===== src/rtl/mem_strb_ctrl_if.sv =====
// Request/response bus for mem_strb_ctrl.
// The master drives the request and rready_i. The slave drives ready_o and the response.
interface mem_strb_ctrl_if #(
    parameter int unsigned WIDTH      = 16,
    parameter int unsigned ADDR_WIDTH = 6
);
    localparam int unsigned STRB_WIDTH = WIDTH / 8;

    logic                  valid_i;
    logic                  ready_o;
    logic                  wr_rd_i;
    logic [ADDR_WIDTH-1:0] addr_i;
    logic [WIDTH-1:0]      wdata_i;
    logic [STRB_WIDTH-1:0] wstrb_i;
    logic [WIDTH-1:0]      rdata_o;
    logic                  rvalid_o;
    logic                  rready_i;
    logic                  err_o;
    logic                  init_done_o;

    modport master (
        output valid_i, wr_rd_i, addr_i, wdata_i, wstrb_i, rready_i,
        input  ready_o, rdata_o, rvalid_o, err_o, init_done_o
    );

    modport slave (
        input  valid_i, wr_rd_i, addr_i, wdata_i, wstrb_i, rready_i,
        output ready_o, rdata_o, rvalid_o, err_o, init_done_o
    );
endinterface


===== src/rtl/mem_strb_ctrl.sv =====
// Single-port synchronous memory with byte strobes and a registered read response.
// The read response has backpressure. Out-of-range accesses are flagged.
// After reset, the memory clears itself before it accepts requests.
// Optional macro MEM_PIPE_READ_EN lets a new request be accepted in the same cycle
// that the current response is consumed.
module mem_strb_ctrl #(
    parameter int unsigned WIDTH      = 16,
    parameter int unsigned DEPTH      = 64,
    parameter int unsigned ADDR_WIDTH = $clog2(DEPTH)
) (
    input  logic           clk_i,
    input  logic           rst_i,
    mem_strb_ctrl_if.slave bus
);
    localparam int unsigned STRB_WIDTH = WIDTH / 8;
    // One extra bit so that DEPTH = 2**ADDR_WIDTH still compares correctly.
    localparam logic [ADDR_WIDTH:0]   DepthExt = (ADDR_WIDTH + 1)'(DEPTH);
    localparam logic [ADDR_WIDTH-1:0] LastAddr = ADDR_WIDTH'(DEPTH - 1);

    typedef enum logic [1:0] {StInit, StIdle, StResp} state_e;

    state_e                state_q, state_d;
    logic [ADDR_WIDTH-1:0] cnt_q, cnt_d;
    logic [WIDTH-1:0]      rdata_q, rdata_d;
    logic                  rvalid_q, rvalid_d;
    logic                  err_q, err_d;

    logic [WIDTH-1:0]      mem_q [DEPTH];
    logic                  mem_we;
    logic [ADDR_WIDTH-1:0] mem_waddr;
    logic [WIDTH-1:0]      mem_wdata;
    logic [STRB_WIDTH-1:0] mem_be;

    logic                  ready;
    logic                  hs;
    logic                  in_range;
    logic [WIDTH-1:0]      rd_word;

    // Request acceptance, address range check and read data
    always_comb begin
        ready = 1'b0;
`ifdef MEM_PIPE_READ_EN
        ready = (state_q == StIdle) || ((state_q == StResp) && bus.rready_i);
`else
        ready = (state_q == StIdle);
`endif
        hs       = bus.valid_i && ready;
        in_range = ({1'b0, bus.addr_i} < DepthExt);
        rd_word  = '0;
        if (in_range) begin
            rd_word = mem_q[bus.addr_i];
        end
    end

    // Next state, response registers and memory write port
    always_comb begin
        state_d   = state_q;
        cnt_d     = cnt_q;
        rdata_d   = rdata_q;
        rvalid_d  = rvalid_q;
        err_d     = err_q;
        mem_we    = 1'b0;
        mem_waddr = bus.addr_i;
        mem_wdata = bus.wdata_i;
        mem_be    = bus.wstrb_i;

        unique case (state_q)
            StInit: begin
                mem_we    = 1'b1;
                mem_waddr = cnt_q;
                mem_wdata = '0;
                mem_be    = '1;
                if (cnt_q == LastAddr) begin
                    cnt_d   = '0;
                    state_d = StIdle;
                end else begin
                    cnt_d = cnt_q + 1'b1;
                end
            end
            StIdle: begin
                // A write error pulses for a single cycle only.
                err_d = 1'b0;
            end
            StResp: begin
                if (bus.rready_i) begin
                    rvalid_d = 1'b0;
                    err_d    = 1'b0;
                    state_d  = StIdle;
                end
            end
            default: begin
                state_d = StInit;
            end
        endcase

        // ready gating means hs can only occur in StIdle, or in StResp while the response drains.
        if (hs) begin
            err_d = !in_range;
            if (bus.wr_rd_i) begin
                mem_we   = in_range;
                rvalid_d = 1'b0;
                state_d  = StIdle;
            end else begin
                rdata_d  = rd_word;
                rvalid_d = 1'b1;
                state_d  = StResp;
            end
        end
    end

    // Control and response registers
    always_ff @(posedge clk_i or posedge rst_i) begin
        if (rst_i) begin
            state_q  <= StInit;
            cnt_q    <= '0;
            rdata_q  <= '0;
            rvalid_q <= 1'b0;
            err_q    <= 1'b0;
        end else begin
            state_q  <= state_d;
            cnt_q    <= cnt_d;
            rdata_q  <= rdata_d;
            rvalid_q <= rvalid_d;
            err_q    <= err_d;
        end
    end

    // Storage array: byte-masked writes, no reset (cleared by the init sequence)
    always_ff @(posedge clk_i) begin
        for (int k = 0; k < int'(STRB_WIDTH); k++) begin
            if (mem_we && mem_be[k]) begin
                mem_q[mem_waddr][8*k +: 8] <= mem_wdata[8*k +: 8];
            end
        end
    end

    assign bus.ready_o     = ready;
    assign bus.rdata_o     = rdata_q;
    assign bus.rvalid_o    = rvalid_q;
    assign bus.err_o       = err_q;
    assign bus.init_done_o = (state_q != StInit);
endmodule


===== src/flat_wrapper.sv =====
// flat-port wrapper written by rule: the top's interface ports become plain ports
module mem_strb_ctrl_flat 
#(
    parameter int unsigned WIDTH      = 16,
    parameter int unsigned DEPTH      = 64,
    parameter int unsigned ADDR_WIDTH = $clog2(DEPTH)
)
  (clk_i, rst_i, bus_valid_i, bus_wr_rd_i, bus_addr_i, bus_wdata_i, bus_wstrb_i, bus_rready_i, bus_ready_o, bus_rdata_o, bus_rvalid_o, bus_err_o, bus_init_done_o);
  mem_strb_ctrl_if #(.WIDTH(WIDTH), .ADDR_WIDTH(ADDR_WIDTH)) bus_i ();
  input  logic clk_i;
  input  logic rst_i;
  input wire logic [$bits(bus_i.valid_i)-1:0] bus_valid_i;
  input wire logic [$bits(bus_i.wr_rd_i)-1:0] bus_wr_rd_i;
  input wire logic [$bits(bus_i.addr_i)-1:0] bus_addr_i;
  input wire logic [$bits(bus_i.wdata_i)-1:0] bus_wdata_i;
  input wire logic [$bits(bus_i.wstrb_i)-1:0] bus_wstrb_i;
  input wire logic [$bits(bus_i.rready_i)-1:0] bus_rready_i;
  output wire logic [$bits(bus_i.ready_o)-1:0] bus_ready_o;
  output wire logic [$bits(bus_i.rdata_o)-1:0] bus_rdata_o;
  output wire logic [$bits(bus_i.rvalid_o)-1:0] bus_rvalid_o;
  output wire logic [$bits(bus_i.err_o)-1:0] bus_err_o;
  output wire logic [$bits(bus_i.init_done_o)-1:0] bus_init_done_o;
  assign bus_i.valid_i = bus_valid_i;
  assign bus_i.wr_rd_i = bus_wr_rd_i;
  assign bus_i.addr_i = bus_addr_i;
  assign bus_i.wdata_i = bus_wdata_i;
  assign bus_i.wstrb_i = bus_wstrb_i;
  assign bus_i.rready_i = bus_rready_i;
  assign bus_ready_o = bus_i.ready_o;
  assign bus_rdata_o = bus_i.rdata_o;
  assign bus_rvalid_o = bus_i.rvalid_o;
  assign bus_err_o = bus_i.err_o;
  assign bus_init_done_o = bus_i.init_done_o;
  mem_strb_ctrl #(.WIDTH(WIDTH), .DEPTH(DEPTH), .ADDR_WIDTH(ADDR_WIDTH)) u_core (.clk_i(clk_i), .rst_i(rst_i), .bus(bus_i));
endmodule

===== config.mk =====
export PLATFORM = sky130hd
export DESIGN_NAME = mem_strb_ctrl_flat
export DESIGN_NICKNAME = d
export VERILOG_FILES = /design/src/rtl/mem_strb_ctrl_if.sv /design/src/rtl/mem_strb_ctrl.sv /design/src/flat_wrapper.sv
export SDC_FILE = /design/constraint.sdc
export NUM_CORES = 1
export LEC_CHECK = 0
export CORE_MARGIN = 1.5
export CORE_UTILIZATION = 42
export CTS_CLUSTER_DIAMETER = 50
export CTS_CLUSTER_SIZE = 10
export DETAILED_ROUTE_END_ITERATION = 7
export PLACE_DENSITY_LB_ADDON = 0.05
export SLEW_MARGIN = 25
export SYNTH_ARGS = -nofsm -noshare
export SYNTH_HDL_FRONTEND = slang
export SYNTH_SLANG_ARGS = --single-unit

===== constraint.sdc =====
create_clock -name clk_i -period 4.8 [get_ports clk_i]
set_input_delay 0.96 -clock clk_i [delete_from_list [all_inputs] [get_ports clk_i]]
set_output_delay 0.96 -clock clk_i [all_outputs]
set_load 0.01 [all_outputs]

==> flow_summary.json <==
{
  "grt_pass1_wl_um": 151000,
  "ys_seq_area_share_pct": 76.3,
  "violations": "design-rule violations",
  "clk_path_buf_depth": 3,
  "reg2reg_slack_ns": 0.72,
  "synth-async-reset-ratio_pct": 2.38,
  "rr_endpoint": "u_core.mem_q[28][5]",
  "p_int_w": 0.0176,
  "holdBufCountCts": 0,
  "wire_per_inst_um": 28.5,
  "antenna_left": 0,
  "tritoncts": "yes",
  "p_leak_nw": 15.9,
  "tns_ns": 0,
  "rows": 114,
  "holdPathEnd": "u_core.cnt_q[5]",
  "synth_cell_types": 40,
  "cts_resized": 0,
  "synth_nets": 2161,
  "ys.flop_type": "edfxtp_1",
  "vdd.ir_drop.worst_mv": 0.377,
  "worstMarginPinSlew_ns": 1.12,
  "cts-buffers-inserted": 134,
  "first_iter_violations": 1996,
  "synth_top_family_by_area": "multiplexers",
  "final-max-slew-violation-count": 0,
  "use_met1_pct": 31.0,
  "die_area_um2": 99800,
  "drt_pass1_iterations": 7,
  "slew_headroom_pct": 25.0,
  "hold_violations": 0,
  "pwr-share-clk_pct": 37.0,
  "met3_usage_pct": 3.35,
  "layout-drive-gt1-share_pct": 23.1,
  "area_delta_synth_final_pct": 15.6,
  "grt_max_degree": 65,
  "fp.dieW_um": 316,
  "power.switching_w": 0.00647,
  "synth_mux_area_share_pct": 15.2,
  "finalClockSkew_ns": 0.0267,
  "synth-xor-area-share_pct": 0.0426,
  "synth_edf_count": 1024,
  "routed_wl_um": 104000,
  "startpoint": "u_core.state_q[0]",
  "grt_antenna_before_repair": 3,
  "setup_viol": 0,
  "worstPathArrival_ns": 3.42,
  "critPathRequiredTime_ns": 3.84,
  "vias": 20600,
  "critPathKind": "flop to output port",
  "post_drt_via_cell_ratio": 5.62,
  "synth_compound_area_share_pct": 3.68,
  "switching_share_pct": 26.9,
  "end_kind": "output port",
  "start_kind": "flop",
  "syn_inst": 2131,
  "reg2reg_from": "u_core.state_q[0]",
  "cts_root_buf": "clkbuf_16",
  "holdWs_ns": 0.559,
  "dp_hpwl_um": 61700,
  "ios": 49,
  "worstPathMaxFanout": 19,
  "ys_seq_elements": 1049,
  "comb_power_share_pct": 14.6,
  "grt_pass1_vias": 21300,
  "p_per_area_nw_per_um2": 506,
  "seq_power_share_pct": 48.5,
  "min_path_type": "flop to flop",
  "post-cts-setup-buffers": 0,
  "fin_crit_sh_pct": 91.2,
  "maxCapViolations": 0,
  "use_met2_pct": 33.7,
  "rsz0062_at_grt": "no",
  "avgSynthCellArea_um2": 19.3,
  "run_status": "finished with violations",
  "clkSlewWorstSetupHoldPaths_ns": 0.05,
  "nets": 2339,
  "worstHoldPathCells": 1,
  "clk_latency_ns": 0.74,
  "clkSinkCount": 1049,
  "grt.busiest_layer": "met2",
  "grt_overflow": 0,
  "yosys.area_share.adder_pct": 0.0304,
  "r2r_cells": 6,
  "core_area_um2": 96900,
  "yosys_warnings": 0,
  "grt.total_usage_pct": 21.3,
  "initial_core_util_pct": 42.5,
  "synthSimpleGateAreaFrac_pct": 3.19,
  "fin_crit_ns": 4.38,
  "max_freq_ghz": 0.229,
  "design_area_um2": 47600,
  "drcViolationCount": 16,
  "finalPower_w": 0.0241,
  "routabilityCongestion": 0.796,
  "die_h_um": 316,
  "io_buffers": 47,
  "syn-cell-area_um2": 41100,
  "htreeDepth": 4,
  "worstHoldStart": "u_core.cnt_q[5]",
  "placed_area_um2": 43700
}
[Yosys cell counts (all sizes together), types with 2 or more instances]
cell / instances / share of area [%]
o22ai: 49 / 0.75
buf: 70 / 1.0
nor3: 22 / 0.27
a31oi: 20 / 0.30
nor2b: 6 / 0.091
nand2b: 5 / 0.076
nand2: 46 / 0.42
inv: 5 / 0.046
clkbuf: 56 / 0.51
nand3b: 2 / 0.037
mux4: 144 / 7.9
and2: 20 / 0.30
a211oi: 16 / 0.29
and3: 2 / 0.030
mux2i: 209 / 5.1
a221o: 16 / 0.39
nand3: 54 / 0.66
o31ai: 2 / 0.037
a21oi: 24 / 0.29
xnor2: 2 / 0.043
mux2: 80 / 2.2
o21ai: 8 / 0.097
edfxtp: 1024 / 75
dfrtp: 25 / 1.5
nor2: 134 / 1.2
a22oi: 80 / 1.5
[sequential cells by signal, indices dropped and copies added, names as in the netlist]
name                 cells
u_core.bus.rdata_o      16
u_core.bus.rvalid_o      1
u_core.cnt_q             6
u_core.mem_q          1024
u_core.state_q           2
[per-layer routing]
layer / vias up / part of all wire, %
met4: 0 / 1.6
met2: 566 / 48
met3: 119 / 5.1
li1: 9026 / -
met5: - / 0
met1: 10900 / 46
[critical path, stage by stage, from the launching register on]
cell and delay, ns:
dfrtp_1 0.45, nor2_2 0.78, inv_1 0.58, buf_4 0.36, clkdlybuf4s50_1 0.50
[stage by stage]
step | util, % | instances | worst slack, ns
final | 49.1 | 3663 | 0.424
after global placement | 45.1 | 3448 | 0.764
after floorplan | - | 2131 | 1.73
after global routing | 49.1 | 3662 | 0.314
after detailed placement | 45.1 | 3449 | 0.693
after CTS | 49.1 | 3662 | 0.468
[power groups by stage]
| stage | sequential, W | combinational, W | clock [W] |
|---|---|---|---|
| after global placement | 0.0118 | 0.00353 | 0 |
| after detailed placement | 0.0118 | 0.00357 | 0 |
| final | 0.0117 | 0.00351 | 0.00889 |
| after global routing | 0.0117 | 0.00375 | 0.00940 |
| after CTS | 0.0116 | 0.00358 | 0.00907 |
| after floorplan | 0.0117 | 0.00174 | 0 |
[cell families (layout without fill, tap and decap cells)]
| kind of cell | after synthesis | count (layout) |
|---|---|---|
| AOI/OAI and AO/OA | 218 | 218 |
| xor gates and xnor gates | 2 | 2 |
| other | 1 | 2 |
| adders and majority gates | 1 | 1 |
| buffers and inverters | 131 | 386 |
| DFF | 1049 | 1049 |
| and+or+nand+nor | 296 | 296 |
| muxes | 433 | 433 |
[worst max-delay path by stage]
stage,endpoint,slack [ns],cells past startpoint
after floorplan,u_core.mem_q[48][10],1.73,9
after global placement,u_core.mem_q[60][4],0.76,5
after detailed placement,u_core.mem_q[31][13],0.69,5
after CTS,bus_init_done_o,0.47,4
after global routing,bus_init_done_o,0.31,4
final,bus_init_done_o,0.42,4
[layout by cell type, fill, tap and decap left out, drive strengths merged, types with 25 or more instances in the layout]
| cell type | Yosys | routed |
|---|---|---|
| nand2 | 46 | 46 |
| clkinv | 0 | 28 |
| mux2 | 80 | 80 |
| mux2i | 209 | 209 |
| clkbuf | 56 | 166 |
| mux4 | 144 | 144 |
| clkdlybuf4s50 | 0 | 44 |
| dfrtp | 25 | 25 |
| buf | 70 | 124 |
| nand3 | 54 | 54 |
| nor2 | 134 | 134 |
| a22oi | 80 | 80 |
| edfxtp | 1024 | 1024 |
| o22ai | 49 | 49 |
[final cells by class]
type / instances / area, um2
Clock buffer: 166 / 3560
Inverter: 5 / 18.8
Fill cell: 7919 / 49300
Multi-Input combinational cell: 951 / 9230
Tap cell: 1276 / 1600
Antenna cell: 1 / 2.50
Timing Repair Buffer: 168 / 1470
Sequential cell: 1049 / 31400
Clock inverter: 47 / 303
Note: power is estimated with default switching activity, not from simulation.
